**config.mk**
```make
export PLATFORM = sky130hd
export DESIGN_NAME = kb_event_queue_flat
export DESIGN_NICKNAME = d
export VERILOG_FILES = /design/src/rtl/kb_event_queue_if.sv /design/src/rtl/kb_event_queue.sv /design/src/flat_wrapper.sv
export SDC_FILE = /design/constraint.sdc
export NUM_CORES = 1
export LEC_CHECK = 0
export ABC_CLOCK_PERIOD_IN_PS = 7900
export BUFFER_PORTS_ARGS = -buffer_cell sky130_fd_sc_hd__clkbuf_2
export CAP_MARGIN = 20
export CORE_MARGIN = 2
export CORE_UTILIZATION = 63
export DETAILED_ROUTE_END_ITERATION = 7
export HOLD_SLACK_MARGIN = 0.06
export PLACE_DENSITY = 0.79
export REMOVE_ABC_BUFFERS = 1
export SLEW_MARGIN = 10
export SYNTH_ARGS = -nofsm -noshare
export SYNTH_HDL_FRONTEND = slang
export SYNTH_SLANG_ARGS = --single-unit
```
**constraint.sdc**
```tcl
create_clock -name CLK -period 7.9 [get_ports CLK]
set_clock_uncertainty 0.1 [all_clocks]
set_input_delay 1.185 -clock CLK [delete_from_list [all_inputs] [get_ports CLK]]
set_output_delay 1.185 -clock CLK [all_outputs]
set_load 0.005 [all_outputs]
```
**src/rtl/kb_event_queue_if.sv**
```systemverilog
// CPU-side and scan-code-side signal bundle for the keyboard event queue.
// The master is the receiver/CPU bus side; the slave is the queue itself.
interface kb_event_queue_if;
  logic [7:0] SC_DATA;
  logic       SC_VALID;
  logic       CS_N;
  logic       RD_N;
  logic       A0;
  logic [7:0] DOUT;
  logic       DOE;
  logic       IRQ_N;

  modport master (
    output SC_DATA, SC_VALID, CS_N, RD_N, A0,
    input  DOUT, DOE, IRQ_N
  );

  modport slave (
    input  SC_DATA, SC_VALID, CS_N, RD_N, A0,
    output DOUT, DOE, IRQ_N
  );
endinterface

```
**src/rtl/kb_event_queue.sv**
```systemverilog
// Folds PS/2 set-2 E0/F0 prefixes into {brk, ext, code} events and queues them
// behind a two-register (DATA/STATUS) CPU read port.
module kb_event_queue #(
  parameter int DEPTH = 8,
  parameter int AW    = 3
) (
  input  logic            CLK,
  input  logic            RST,
  kb_event_queue_if.slave bus
);

  typedef enum logic [1:0] {
    ST_IDLE,
    ST_E0,
    ST_F0,
    ST_E0F0
  } pfx_state_t;

  localparam logic [AW:0] FULL_COUNT = (AW+1)'(DEPTH);

  pfx_state_t  state_reg, state_next;
  logic        push_req;
  logic        err_set;
  logic        ext_bit, brk_bit;
  logic [9:0]  entry;

  logic [9:0]  mem [DEPTH];
  logic [AW-1:0] wr_ptr_reg, rd_ptr_reg;
  logic [AW:0] count_reg, count_next;
  logic        ovf_reg, err_reg;
  logic        rd_q_reg, a0_q_reg;
  logic        irq_n_reg;

  logic        empty, full;
  logic        rd_act, rd_end;
  logic        pop, push_ok, ovf_set, stat_clr;
  logic [9:0]  head;
  logic [7:0]  rd_data;

  // Prefix tracker: only SC_VALID cycles move it.
  always_comb begin
    state_next = state_reg;
    push_req   = 1'b0;
    err_set    = 1'b0;
    if (bus.SC_VALID) begin
      case (bus.SC_DATA)
        8'hE0: begin
          if (state_reg == ST_IDLE)     state_next = ST_E0;
          else if (state_reg == ST_F0)  state_next = ST_E0F0;
        end
        8'hF0: begin
          if (state_reg == ST_IDLE)     state_next = ST_F0;
          else if (state_reg == ST_E0)  state_next = ST_E0F0;
        end
        8'hFA, 8'hAA, 8'hEE, 8'hFE: begin
        end
        8'h00, 8'hFF: begin
          err_set    = 1'b1;
          state_next = ST_IDLE;
        end
        default: begin
          push_req   = 1'b1;
          state_next = ST_IDLE;
        end
      endcase
    end
  end

  assign ext_bit = (state_reg == ST_E0) || (state_reg == ST_E0F0);
  assign brk_bit = (state_reg == ST_F0) || (state_reg == ST_E0F0);
  assign entry   = {brk_bit, ext_bit, bus.SC_DATA};

  assign empty    = (count_reg == '0);
  assign full     = (count_reg == FULL_COUNT);
  assign rd_act   = ~bus.CS_N & ~bus.RD_N;
  assign rd_end   = rd_q_reg & ~rd_act;
  assign pop      = rd_end & ~a0_q_reg & ~empty;
  assign stat_clr = rd_end & a0_q_reg;
  // A same-cycle pop frees a slot before the push is judged.
  assign push_ok  = push_req & (~full | pop);
  assign ovf_set  = push_req & full & ~pop;

  assign count_next = count_reg + {{AW{1'b0}}, push_ok} - {{AW{1'b0}}, pop};
  assign head       = mem[rd_ptr_reg];

  always_ff @(posedge CLK) begin
    if (!RST) begin
      state_reg  <= ST_IDLE;
      wr_ptr_reg <= '0;
      rd_ptr_reg <= '0;
      count_reg  <= '0;
      ovf_reg    <= 1'b0;
      err_reg    <= 1'b0;
      rd_q_reg   <= 1'b0;
      a0_q_reg   <= 1'b0;
      irq_n_reg  <= 1'b1;
    end else begin
      state_reg <= state_next;
      rd_q_reg  <= rd_act;
      if (rd_act) a0_q_reg <= bus.A0;
      if (push_ok) wr_ptr_reg <= wr_ptr_reg + 1'b1;
      if (pop)     rd_ptr_reg <= rd_ptr_reg + 1'b1;
      count_reg <= count_next;
      ovf_reg   <= ovf_set | (ovf_reg & ~stat_clr);
      err_reg   <= err_set | (err_reg & ~stat_clr);
      irq_n_reg <= (count_next == '0);
    end
  end

  always_ff @(posedge CLK) begin
    if (push_ok) mem[wr_ptr_reg] <= entry;
  end

  // Read data is purely combinational so it holds for the whole bus access.
  always_comb begin
    rd_data = 8'h00;
    if (bus.A0) begin
      rd_data = {~empty, full, ovf_reg, err_reg, 2'b00,
                 ~empty & head[8], ~empty & head[9]};
    end else if (!empty) begin
      rd_data = head[7:0];
    end
  end

  assign bus.DOUT  = rd_data;
  assign bus.DOE   = rd_act;
  assign bus.IRQ_N = irq_n_reg;

endmodule

```
**src/flat_wrapper.sv**
```systemverilog
// flat-port wrapper written by rule: the top's interface ports become plain ports
module kb_event_queue_flat 
#(
  parameter int DEPTH = 8,
  parameter int AW    = 3
)
  (CLK, RST, bus_SC_DATA, bus_SC_VALID, bus_CS_N, bus_RD_N, bus_A0, bus_DOUT, bus_DOE, bus_IRQ_N);
  kb_event_queue_if bus_i ();
  input  logic CLK;
  input  logic RST;
  input wire logic [$bits(bus_i.SC_DATA)-1:0] bus_SC_DATA;
  input wire logic [$bits(bus_i.SC_VALID)-1:0] bus_SC_VALID;
  input wire logic [$bits(bus_i.CS_N)-1:0] bus_CS_N;
  input wire logic [$bits(bus_i.RD_N)-1:0] bus_RD_N;
  input wire logic [$bits(bus_i.A0)-1:0] bus_A0;
  output wire logic [$bits(bus_i.DOUT)-1:0] bus_DOUT;
  output wire logic [$bits(bus_i.DOE)-1:0] bus_DOE;
  output wire logic [$bits(bus_i.IRQ_N)-1:0] bus_IRQ_N;
  assign bus_i.SC_DATA = bus_SC_DATA;
  assign bus_i.SC_VALID = bus_SC_VALID;
  assign bus_i.CS_N = bus_CS_N;
  assign bus_i.RD_N = bus_RD_N;
  assign bus_i.A0 = bus_A0;
  assign bus_DOUT = bus_i.DOUT;
  assign bus_DOE = bus_i.DOE;
  assign bus_IRQ_N = bus_i.IRQ_N;
  kb_event_queue #(.DEPTH(DEPTH), .AW(AW)) u_core (.CLK(CLK), .RST(RST), .bus(bus_i));
endmodule
```
==> flow_metrics.tcl <==
set metrics [dict create \
    dp.cells 332 \
    hold_class "reg2reg" \
    synthArstFlopShare 0 \
    start_util 0.652 \
    first_global_vias 2108 \
    area_delta_synth_final_pct 8.98 \
    pin_count 24 \
    route.detailed.drc 0 \
    drt-total-wl_um 7250 \
    die_w_um 85.1 \
    post-route-util 0.711 \
    track_usage 0.220 \
    use_met1 0.305 \
    antenna_found_initial 0 \
    fin_crit_sh 0.516 \
    syn_inst 242 \
    port_buffers 23 \
    fmaxAchievable_mhz 246 \
    grt_max_degree 21 \
    tightest_slew_ps 1070 \
    nets 289 \
    die-area_mm2 0.00724 \
    clk_pin_slew_ps 90 \
    place_congestion 0.803 \
    finalHoldWorstSlack_ps 444 \
    cp-end-kind "flop" \
    die_h_um 85.1 \
    clk_latency_ps 350 \
    htree_levels 3 \
    coreArea_mm2 0.00635 \
    cp_slowest_cell "nor3b_1" \
    grt_pass1_wl_um 11500 \
    instances_no_fill 348 \
    layout-drive-gt1-share 0.251 \
    ir_drop_v 0.000165 \
    final_common_cell "edfxtp_1" \
    post_cts_buffers 0 \
    synth_area_mm2 0.00414 \
    dominantRegCellSynth "edfxtp_1" \
    synth_edf_count 80 \
    dp_hpwl_um 4640 \
    n_antenna_cell 0 \
    cts-hold-fix-buffers 0 \
    ctsResizeCount 0 \
    clock_path_buffers 2 \
    slew-limit-headroom 0.285 \
    crit_arrival_ps 4230 \
    slew_viol_final 0 \
    status "finished clean" \
    finalSetupTns_ps 0 \
    ys_ff_latch 100 \
    cts_sinks 100 \
    setup_violations 0 \
    tritoncts "yes" \
    yosysSeqAreaShare 0.677 \
    power_density_mw_per_mm2 255 \
    wire_per_inst_um 20.8 \
    path_class "in2reg" \
    p_leak_uw 0.00154 \
    worstSetupStartpointType "primary input" \
    dr.pass1.iters 4 \
    largest_register_ffs 80 \
    hold_viol 0 \
    rows 29 \
    crit_required_ps 8060 \
    via_per_inst 6.16 \
    met3_usage 0.0457 \
    via_count 2143 \
    drt-initial-drc-count 302 \
    critical_path.cell_chain "clkbuf_2 > nor3b_1 > o211ai_1 > o211ai_1 > nor3b_1 > ha_1 > inv_1 > fa_1 > xnor2_1 > and2_1 > nor4_1" \
    synth_cell_types 43 \
    cts_root_buffer "clkbuf_8" \
    drv_cap 0 \
    worstPathMaxFanout 14 \
    grt_busiest_layer "met2" \
    ys.warnings.count 0 \
    period_minus_slack_ps 4070 \
    met2_usage 0.353 \
    cts_made_buffers 9 \
    final_cell_mix "edfxtp_1 (80), clkbuf_2 (23), mux4_2 (22), dfxtp_1 (20)" \
    syn_area_per_cell_um2 17.1 \
    gr-total-overflow 0 \
    ant_nets 0 \
    rsz0062_at_grt "false" \
    cpPeakStageDelay_ps 920 \
]
[cells in the mapped netlist (all sizes together), types with 2 or more instances]
library cell | instances | share of area
clkbuf | 6 | 0.0054
buf | 5 | 0.0073
inv | 9 | 0.0082
nand2 | 8 | 0.0073
ha | 8 | 0.024
and4bb | 2 | 0.0060
xnor2 | 3 | 0.0063
nand3 | 3 | 0.0036
xor2 | 2 | 0.0042
nand2b | 2 | 0.0030
and4 | 2 | 0.0042
o211ai | 5 | 0.0091
and3 | 2 | 0.0030
dfxtp | 20 | 0.097
mux2 | 3 | 0.0082
a22o | 2 | 0.0042
nor3 | 3 | 0.0036
mux4 | 22 | 0.12
nor2 | 8 | 0.0073
edfxtp | 80 | 0.58
nor4 | 2 | 0.0030
a21oi | 2 | 0.0024
o21ai | 4 | 0.0048
and4b | 3 | 0.0073
and2 | 8 | 0.012
mux2i | 5 | 0.012
o31ai | 2 | 0.0036
and3b | 2 | 0.0042
nor3b | 3 | 0.0066
nor2b | 6 | 0.0091
[final timing paths]
| kind | from | to | slack, ps | cells past startpoint |
|---|---|---|---|---|
| max | bus_SC_DATA[6] | u_core.bus.IRQ_N$_SDFF_PN1_ | 3830 | 11 |
| min | u_core.a0_q_reg$_SDFFE_PN0P_ | u_core.a0_q_reg$_SDFFE_PN0P_ | 440 | 2 |
| max reg2reg | u_core.count_reg[2]$_SDFF_PN0_ | u_core.bus.IRQ_N$_SDFF_PN1_ | 4430 | 10 |
| min reg2reg | u_core.a0_q_reg$_SDFFE_PN0P_ | u_core.a0_q_reg$_SDFFE_PN0P_ | 440 | 2 |
[area by class of cell]
| class | count | area, um2 |
|---|---|---|
| Clock buffer | 12 | 178 |
| Clock inverter | 4 | 27.5 |
| Fill cell | 392 | 1840 |
| Inverter | 9 | 33.8 |
| Multi-Input combinational cell | 122 | 1250 |
| Sequential cell | 100 | 2800 |
| Tap cell | 77 | 96.3 |
| Timing Repair Buffer | 24 | 123 |
[power by group]
part | internal [uW] | switching, uW | leakage (uW)
clock | 154 | 171 | 0.000107
sequential | 607 | 19.0 | 0.000892
combinational | 93.6 | 106 | 0.000539
[logic make-up after synthesis]
kind of cell             count (synthesis)  synth area share
AO/OA/AOI/OAI                           22            0.0384
XOR/XNOR                                 5            0.0106
adder cells (fa/ha/maj)                  9            0.0290
buffers and inverters                   20            0.0208
flip-flops                             100             0.677
multiplexers                            30             0.140
AND/OR/NAND/NOR                         56            0.0843
[worst max-delay path: cells and delay by family]
family | cells | cell delay (ps)
AND/OR/NAND/NOR | 4 | 1520
adder cells (fa/ha/maj) | 2 | 720
AO/OA/AOI/OAI | 2 | 400
XOR/XNOR | 1 | 130
buffers and inverters | 2 | 260
[through the flow]
stage,setup slack (ps),total power (uW),area [um2]
after floorplan,4150,767,4090
final,3830,1150,4510
after CTS,3890,1160,4510
after detailed placement,3510,840,4310
after global routing,3560,1210,4510
after global placement,3670,833,4310
[routing by layer]
| metal | share of wire | vias up |
|---|---|---|
| met2 | 0.50 | 67 |
| met4 | 0.0043 | 0 |
| met1 | 0.42 | 1070 |
| met5 | 0 | - |
| met3 | 0.067 | 2 |
| li1 | - | 1004 |
Note: power is estimated with default switching activity, not from simulation.
